==> src/rtl/softmax_tile_feeder.sv <==
// Feeds softmax_vec: packs a scalar element stream into tiles, issues the start pulse,
// and waits for softmax completion before accepting the next row.
module softmax_tile_feeder #(
    parameter int unsigned WIDTH          = 32,
    parameter int unsigned TOTAL_ELEMENTS = 64,
    parameter int unsigned TILE_SIZE      = 8,
    parameter int unsigned DONE_TIMEOUT   = 1024
) (
    input  logic                         clk,
    input  logic                         rst,
    input  logic                         en,
    input  logic [WIDTH-1:0]             elem_in,
    input  logic                         elem_valid,
    output logic                         elem_ready,
    output logic                         sm_start,
    output logic [TILE_SIZE*WIDTH-1:0]   tile_out,
    output logic                         tile_valid,
    input  logic                         sm_done,
    output logic                         row_done,
    output logic                         busy,
    output logic                         timeout_err,
    output logic [15:0]                  rows_sent
);

    localparam int unsigned TILE_W = TILE_SIZE * WIDTH;
    localparam int unsigned CNT_W  = $clog2(TOTAL_ELEMENTS + 1);
    localparam int unsigned SLOT_W = $clog2(TILE_SIZE);
    localparam int unsigned WAIT_W = $clog2(DONE_TIMEOUT + 1);

    if ((TOTAL_ELEMENTS % TILE_SIZE) != 0 || TILE_SIZE < 2) begin : g_param_check
        $error("softmax_tile_feeder: TOTAL_ELEMENTS must be a multiple of TILE_SIZE and TILE_SIZE >= 2");
    end

    typedef enum logic [1:0] {
        S_IDLE   = 2'd0,
        S_START  = 2'd1,
        S_STREAM = 2'd2,
        S_WAIT   = 2'd3
    } state_t;

    state_t              state;
    logic [CNT_W-1:0]    elem_cnt;
    logic [SLOT_W-1:0]   slot_cnt;
    logic [WAIT_W-1:0]   wait_cnt;
    logic [TILE_W-1:0]   pack_q;
    logic [TILE_W-1:0]   pack_next_c;
    logic [CNT_W-1:0]    elem_cnt_inc_c;
    logic                elem_accept_c;
    logic                tile_last_c;
    logic                wait_expired_c;

    assign elem_accept_c  = elem_valid && elem_ready;
    assign elem_cnt_inc_c = elem_cnt + CNT_W'(1);
    assign tile_last_c    = (slot_cnt == SLOT_W'(TILE_SIZE - 1));
    assign wait_expired_c = (wait_cnt == WAIT_W'(DONE_TIMEOUT - 1));

    // Element k of a tile lands in chunk k counted from the MS end.
    always_comb begin
        pack_next_c = pack_q;
        pack_next_c[(TILE_SIZE - 1 - 32'(slot_cnt)) * WIDTH +: WIDTH] = elem_in;
    end

    always_ff @(posedge clk) begin
        if (rst) begin
            state       <= S_IDLE;
            elem_cnt    <= '0;
            slot_cnt    <= '0;
            wait_cnt    <= '0;
            pack_q      <= '0;
            elem_ready  <= 1'b0;
            sm_start    <= 1'b0;
            tile_out    <= '0;
            tile_valid  <= 1'b0;
            row_done    <= 1'b0;
            busy        <= 1'b0;
            timeout_err <= 1'b0;
            rows_sent   <= '0;
        end else if (en) begin
            sm_start   <= 1'b0;
            tile_valid <= 1'b0;
            row_done   <= 1'b0;
            case (state)
                S_IDLE: begin
                    elem_ready <= 1'b0;
                    if (elem_valid) begin
                        state    <= S_START;
                        sm_start <= 1'b1;
                        busy     <= 1'b1;
                    end
                end
                // Start pulse is visible here; streaming opens on the next cycle.
                S_START: begin
                    state      <= S_STREAM;
                    elem_ready <= 1'b1;
                end
                S_STREAM: begin
                    if (elem_accept_c) begin
                        elem_cnt   <= elem_cnt_inc_c;
                        elem_ready <= (elem_cnt_inc_c < CNT_W'(TOTAL_ELEMENTS));
                        if (tile_last_c) begin
                            tile_out   <= pack_next_c;
                            tile_valid <= 1'b1;
                            pack_q     <= '0;
                            slot_cnt   <= '0;
                        end else begin
                            pack_q   <= pack_next_c;
                            slot_cnt <= slot_cnt + SLOT_W'(1);
                        end
                    end else if (elem_cnt == CNT_W'(TOTAL_ELEMENTS)) begin
                        state    <= S_WAIT;
                        wait_cnt <= '0;
                    end
                end
                S_WAIT: begin
                    elem_ready <= 1'b0;
                    // sm_done takes priority over an expiring wait counter.
                    if (sm_done) begin
                        row_done  <= 1'b1;
                        rows_sent <= rows_sent + 16'd1;
                        elem_cnt  <= '0;
                        slot_cnt  <= '0;
                        wait_cnt  <= '0;
                        busy      <= 1'b0;
                        state     <= S_IDLE;
                    end else if (wait_expired_c) begin
                        timeout_err <= 1'b1;
                        elem_cnt    <= '0;
                        slot_cnt    <= '0;
                        wait_cnt    <= '0;
                        busy        <= 1'b0;
                        state       <= S_IDLE;
                    end else begin
                        wait_cnt <= wait_cnt + WAIT_W'(1);
                    end
                end
                default: begin
                    state <= S_IDLE;
                    busy  <= 1'b0;
                end
            endcase
        end
    end

endmodule

==> config.mk <==
export PLATFORM = sky130hd
export DESIGN_NAME = softmax_tile_feeder
export DESIGN_NICKNAME = d
export VERILOG_FILES = /design/src/rtl/softmax_tile_feeder.sv
export SDC_FILE = /design/constraint.sdc
export NUM_CORES = 1
export LEC_CHECK = 0
export BUFFER_PORTS_ARGS = -buffer_cell sky130_fd_sc_hd__buf_4
export CORE_MARGIN = 2
export CORE_UTILIZATION = 60
export DETAILED_ROUTE_END_ITERATION = 12
export HOLD_SLACK_MARGIN = 0.05
export PLACE_DENSITY = 0.83
export RECOVER_POWER = 50
export SLEW_MARGIN = 20
export SYNTH_ARGS = -nofsm -noshare
export SYNTH_HDL_FRONTEND = slang
export SYNTH_SLANG_ARGS = --single-unit
==> constraint.sdc <==
create_clock -name clk -period 4.9 [get_ports clk]
set_clock_uncertainty 0.2 [all_clocks]
set_input_delay 0.735 -clock clk [delete_from_list [all_inputs] [get_ports clk]]
set_output_delay 0.735 -clock clk [all_outputs]
set_load 0.01 [all_outputs]
* After elaboration in Yosys (flattened, before gate mapping)
Index checks and enable logic that the tools add are counted.
** Word-level totals
- Output and inout port bits :: 278
- Input bits :: 37
- Register bits after elaboration :: 557
- Word-level logic and storage cells :: 83
** Cells by class
- Bitwise logic cells :: 1
- $add $sub $neg :: 6
- $lt $le $gt $ge :: 1
- Mux-type cells :: 35
- Equality and inequality tests :: 11
- Shifts and indexed selects :: 2
- Reduce and logical (&&, ||, !) cells :: 14
** Operator list (number)
- $bwmux 256 :: 1
- $mux 256 :: 1
- $shift 32x34->256 const A :: 1
- $shiftx 32x34->256 :: 1
- $mux 11 :: 4
- $neg 32->34 :: 1
- $pmux 11 s2 :: 1
- $mux 7 :: 3
- $reduce_and 4->1 :: 5
- $add 16x1->16 const B :: 1
- $pmux 7 s2 :: 1
- $mux 3 :: 4
- $add 11x1->11 const B :: 1
- $eq 11x10->1 const B :: 1
- $mux 1 :: 11
- $mux 2 :: 5
- $ne 2x2->1 const B :: 4
- $pmux 2 s4 :: 1
- $add 7x1->7 const B :: 1
- $eq 7x7->1 const B :: 1
- $lt 7x7->1 const B :: 1
- $pmux 3 s2 :: 1
- $reduce_and 3->1 :: 2
- $reduce_and 5->1 :: 1
- other kinds (14) :: 16

* Logic depth before layout (Yosys ltp)
- Depth after elaboration :: 5
- Gate-level depth with buffers :: 10

* Least setup slack after synthesis
OpenSTA, ideal clock, no wires.
- Path type :: register to register
- From :: register slot_cnt[0]
- To :: register tile_out[34]
- Arrival :: 2.192 ns
- Stages on the path, launching flop included :: 9
- Period minus slack after synthesis :: 2.529 ns
- Data required time :: 4.563 ns
- Slack :: 2.371 ns
- Library setup time :: 0.137 ns
- Cells stage by stage :: dfxtp_1 -> ha_1 -> ha_1 -> buf_2 -> nor4bb_1 -> buf_2 -> clkbuf_1 -> mux2i_1 -> a211oi_1
** Between the ends
- Word-level cells in the longest chain between the ends :: 4
- Elaborated cells on any way between the ends :: 7
- Those cells by class :: add/sub: 2; eq/ne: 1; shift: 2; mux: 1; reduce/logical: 1
** RTL lines
- start: declaration :: RTL line 43 : logic [SLOT_W-1:0] slot_cnt;
- start signal: assignment :: RTL line 107 : slot_cnt <= slot_cnt + SLOT_W'(1);
- $sub 3x3->4 :: RTL line 60 : pack_next_c[(TILE_SIZE - 1 - 32'(slot_cnt)) * WIDTH +: WIDTH] = elem_in;
- $neg 32->34 :: RTL line 60
- $shiftx 32x34->256 / $shift 32x34->256 (equally long branches) :: RTL line 60
- $bwmux 256 :: RTL line 60
- end signal: assignment :: RTL line 101 : tile_out <= pack_next_c;
- end: declaration :: RTL line 16 : output logic [TILE_SIZE*WIDTH-1:0] tile_out,
Several ways; a longest one is shown, not always the timed one.
A chain may end at the register's enable or synchronous reset.

* Worst setup path in the final report
- From :: register state[0]
- To :: register tile_out[42]
** Between the ends
- Word-level cells in the longest chain between the ends :: 2
** RTL lines
- start: declaration :: RTL line 41 : state_t state;
- start signal: assignment :: RTL line 65 : state <= S_IDLE;
- start signal: assignment :: RTL line 86 : state <= S_START;
- start signal: assignment :: RTL line 93 : state <= S_STREAM;
- $eq 2x2->1 :: RTL line 82 : case (state)
- $reduce_and 4->1 (no source line)
No other way between the ends.

==> metrics.txt <==
outcome finished, violations left; failing checks capacitance limit, slew limit; crit end category flop; DIE WIDTH 196 um; sequential area share after synthesis 50.3%; Hold Path End sm_start$_SDFFE_PP0P_; worst-path fanout max 58; # placed instances 2917; origin of the critical flop-to-flop path state[0]$_SDFFE_PP0P_; RR Endpoint tile_out[42]$_SDFFE_PP0P_; Reg2Reg Depth 7; Crit Path Class reg -> reg; most frequent cells in the layout 557 x dfxtp_1, 402 x nor2_1, 293 x clkbuf_1; nets 2553; syn_area_per_cell 9.61 um2; slowest stage delay, CP 1.35 ns; setup bufs post-CTS 0; register bit total from synthesis 557; Gate Count Post-Synth 2307; Post-Syn Nets 2355; sink count of the clock tree 557; non-filler cells, final 3017; share of the cycle needed by the critical path after routing 86.1%; global-route wire length before repair 101000 um; number of global-route vias before repair 17900; Max Slew Vio Count 404; CTS Buf Count 54; Arrival @ worst endpoint 4.51 ns; worst vdd ir 0.306 mV; worst reg-to-reg setup slack 0.68 ns; Clock Tree Root clkbuf_16; H-tree Lvls 2; FP Rows 70; Hold Path Class in -> reg; worst-path cell chain inv_1, ha_1, and4_1, and2_2, clkbuf_1, nor2_1, a211oi_1; Die Ht 196 um; Final Cell Area 25700 um2; Placed Instance Area 24800 um2; Critical Path RT 5.19 ns; routed via count 19200; worst-skew pair later-pin latency 0.59 ns; hold buffer count at cts 0; synthesized cell area 22200 um2; largest net degree at the start of global routing 180; pwr/cell area 363 nW/um2; Slowest cell on crit path and2_2; Fmax 0.237 GHz; Synth Warn # 0; delay-heaviest family, CP simple AND/OR/NAND/NOR gates; IO Pins 315; post-route ant nets 0; Post-synth EDFFs 0; CTS Buffer Depth 3; Initial Util 60.7%; GRT Overall Usage 33.1%; layout cells sized above 1 7.18%; Clock transition at path regs 0.06 ns; drt total wl 66400 um; endpoints failing setup 0; cts repair resizes 0; commonest non-fill, non-tap cell in the layout dfxtp_1; core area 36500 um2; initial antenna violation count 0; crit start category flop; Final Hold Vio Count 0; async set-reset flop share out of synthesis 0%; Lkg Pwr 9.37 nW; CTS tree built; hold-critical path depth 3; Worst Tran Pin Value 2.44 ns; drt via density 6.35; Critical path buffers and inverters 2; Worst slew margin -62.5%; setup TNS 0 ns; Initial DRT Pass Iterations 6; WL per Instance 22.0 um; Port Buffers 314; First DRT Iteration DRCs 1650; GRT overflow 0; post-detail-place hpwl 42100 um; Core Util, Final 70.3%; Layout area overhead 15.9%; Placer Congestion 0.834; top_reg_cell synth dfxtp_1; area of the die 38500 um2; RSZ-0062 raised after global routing no; Distinct cells, synth 51; Antenna diodes 0; max cap viols 6; crit path time final 4.22 ns; DRC viols 0; hold path start elem_valid
## routing by layer
metal / track usage, % / part of all wire, % / up-vias
met1: 45.2 / 42 / 9228
met3: 7.24 / 9.6 / 174
met5: 0 / 0 / -
met2: 50.5 / 44 / 970
li1: - / - / 8785
met4: 14.6 / 3.9 / 0
## per-stage QoR
step           total power, W  worst slack [ns]  hold WS, ns
4_1_cts               0.00934              1.15        0.258
6_report              0.00933             0.683        0.265
2_1_floorplan         0.00477              2.37        0.242
3_5_place_dp          0.00489              1.17        0.258
3_3_place_gp          0.00489              1.38        0.244
5_1_grt               0.00953             0.455        0.273
## sequential cells by signal (all words and copies together), names as in the netlist
signal,cells
busy,1
elem_cnt,7
elem_ready,1
pack_q,256
row_done,1
rows_sent,16
slot_cnt,3
sm_start,1
state,2
tile_out,256
tile_valid,1
timeout_err,1
wait_cnt,11
## logic make-up (layout without fill, tap and decap cells)
| group | Yosys count | in the layout | share of synthesized area (%) |
|---|---|---|---|
| AOI/OAI and AO/OA | 619 | 619 | 20.5 |
| xor gates and xnor gates | 9 | 9 | 0.356 |
| adders and majority gates | 11 | 11 | 0.621 |
| buffers and inverters | 227 | 469 | 4.04 |
| DFF | 557 | 557 | 50.3 |
| muxes | 260 | 260 | 11.8 |
| and+or+nand+nor | 624 | 624 | 12.4 |
## cell type report
cell class | instances | area (um2)
Clock buffer | 77 | 1570
Clock inverter | 23 | 379
Fill cell | 2938 | 10800
Inverter | 16 | 60.1
Multi-Input combinational cell | 1523 | 10200
Sequential cell | 557 | 11200
Tap cell | 468 | 586
Timing Repair Buffer | 353 | 1690
## Yosys cell counts (2+ instances only)
library cell / instances / area, um2
dfxtp_1: 557 / 11200
nor2_1: 402 / 1510
a211oi_1: 258 / 1940
mux2i_1: 258 / 2580
clkbuf_1: 165 / 619
a22oi_1: 129 / 968
a22o_1: 96 / 841
nand2_1: 58 / 218
a21oi_1: 52 / 260
o21ai_0: 43 / 215
nor2b_1: 41 / 257
and2_1: 38 / 238
buf_2: 35 / 175
nand3_1: 24 / 120
inv_1: 15 / 56.3
nor3_1: 13 / 65.1
or4_1: 12 / 90.1
buf_1: 11 / 41.3
ha_1: 11 / 138
nand4_1: 11 / 68.8
o31ai_1: 8 / 60.1
a31oi_1: 6 / 37.5
and3_1: 6 / 37.5
xor2_1: 6 / 52.6
and4_1: 5 / 43.8
o21ai_1: 5 / 25.0
or3_1: 5 / 31.3
o211ai_1: 4 / 30.0
o32ai_1: 3 / 26.3
o41ai_1: 3 / 26.3
xnor2_1: 3 / 26.3
mux2_2: 2 / 22.5
nand2b_1: 2 / 12.5
nor4b_1: 2 / 17.5
o41a_1: 2 / 22.5
## power by group
group / switching, W / leakage [nW] / total, W / internal, W
registers: 0.00000385 / 4.48 / 0.00454 / 0.00453
logic: 0.000204 / 3.94 / 0.000263 / 0.0000586
clock network: 0.00178 / 0.948 / 0.00453 / 0.00275
total: 0.00199 / 9.37 / 0.00933 / 0.00734
## worst max-delay path by stage
stage | start | to | slack [ns] | cells past startpoint
6_report | state[0]$_SDFFE_PP0P_ | tile_out[42]$_SDFFE_PP0P_ | 0.68 | 7
3_3_place_gp | slot_cnt[0]$_SDFFE_PP0P_ | tile_out[11]$_SDFFE_PP0P_ | 1.38 | 7
3_5_place_dp | slot_cnt[0]$_SDFFE_PP0P_ | tile_out[71]$_SDFFE_PP0P_ | 1.17 | 7
5_1_grt | state[0]$_SDFFE_PP0P_ | tile_out[33]$_SDFFE_PP0P_ | 0.46 | 7
2_1_floorplan | slot_cnt[0]$_SDFFE_PP0P_ | tile_out[34]$_SDFFE_PP0P_ | 2.37 | 8
4_1_cts | slot_cnt[0]$_SDFFE_PP0P_ | tile_out[71]$_SDFFE_PP0P_ | 1.15 | 7
## worst register-to-register path: cells and delay by family (launching register included)
family	cells	cell delay, ns
compound gates	1	0.26
simple gates	3	2.32
fa+ha+maj	1	0.40
buf+inv	2	0.63
flops	1	0.31
Note: power is estimated with default switching activity, not from simulation.
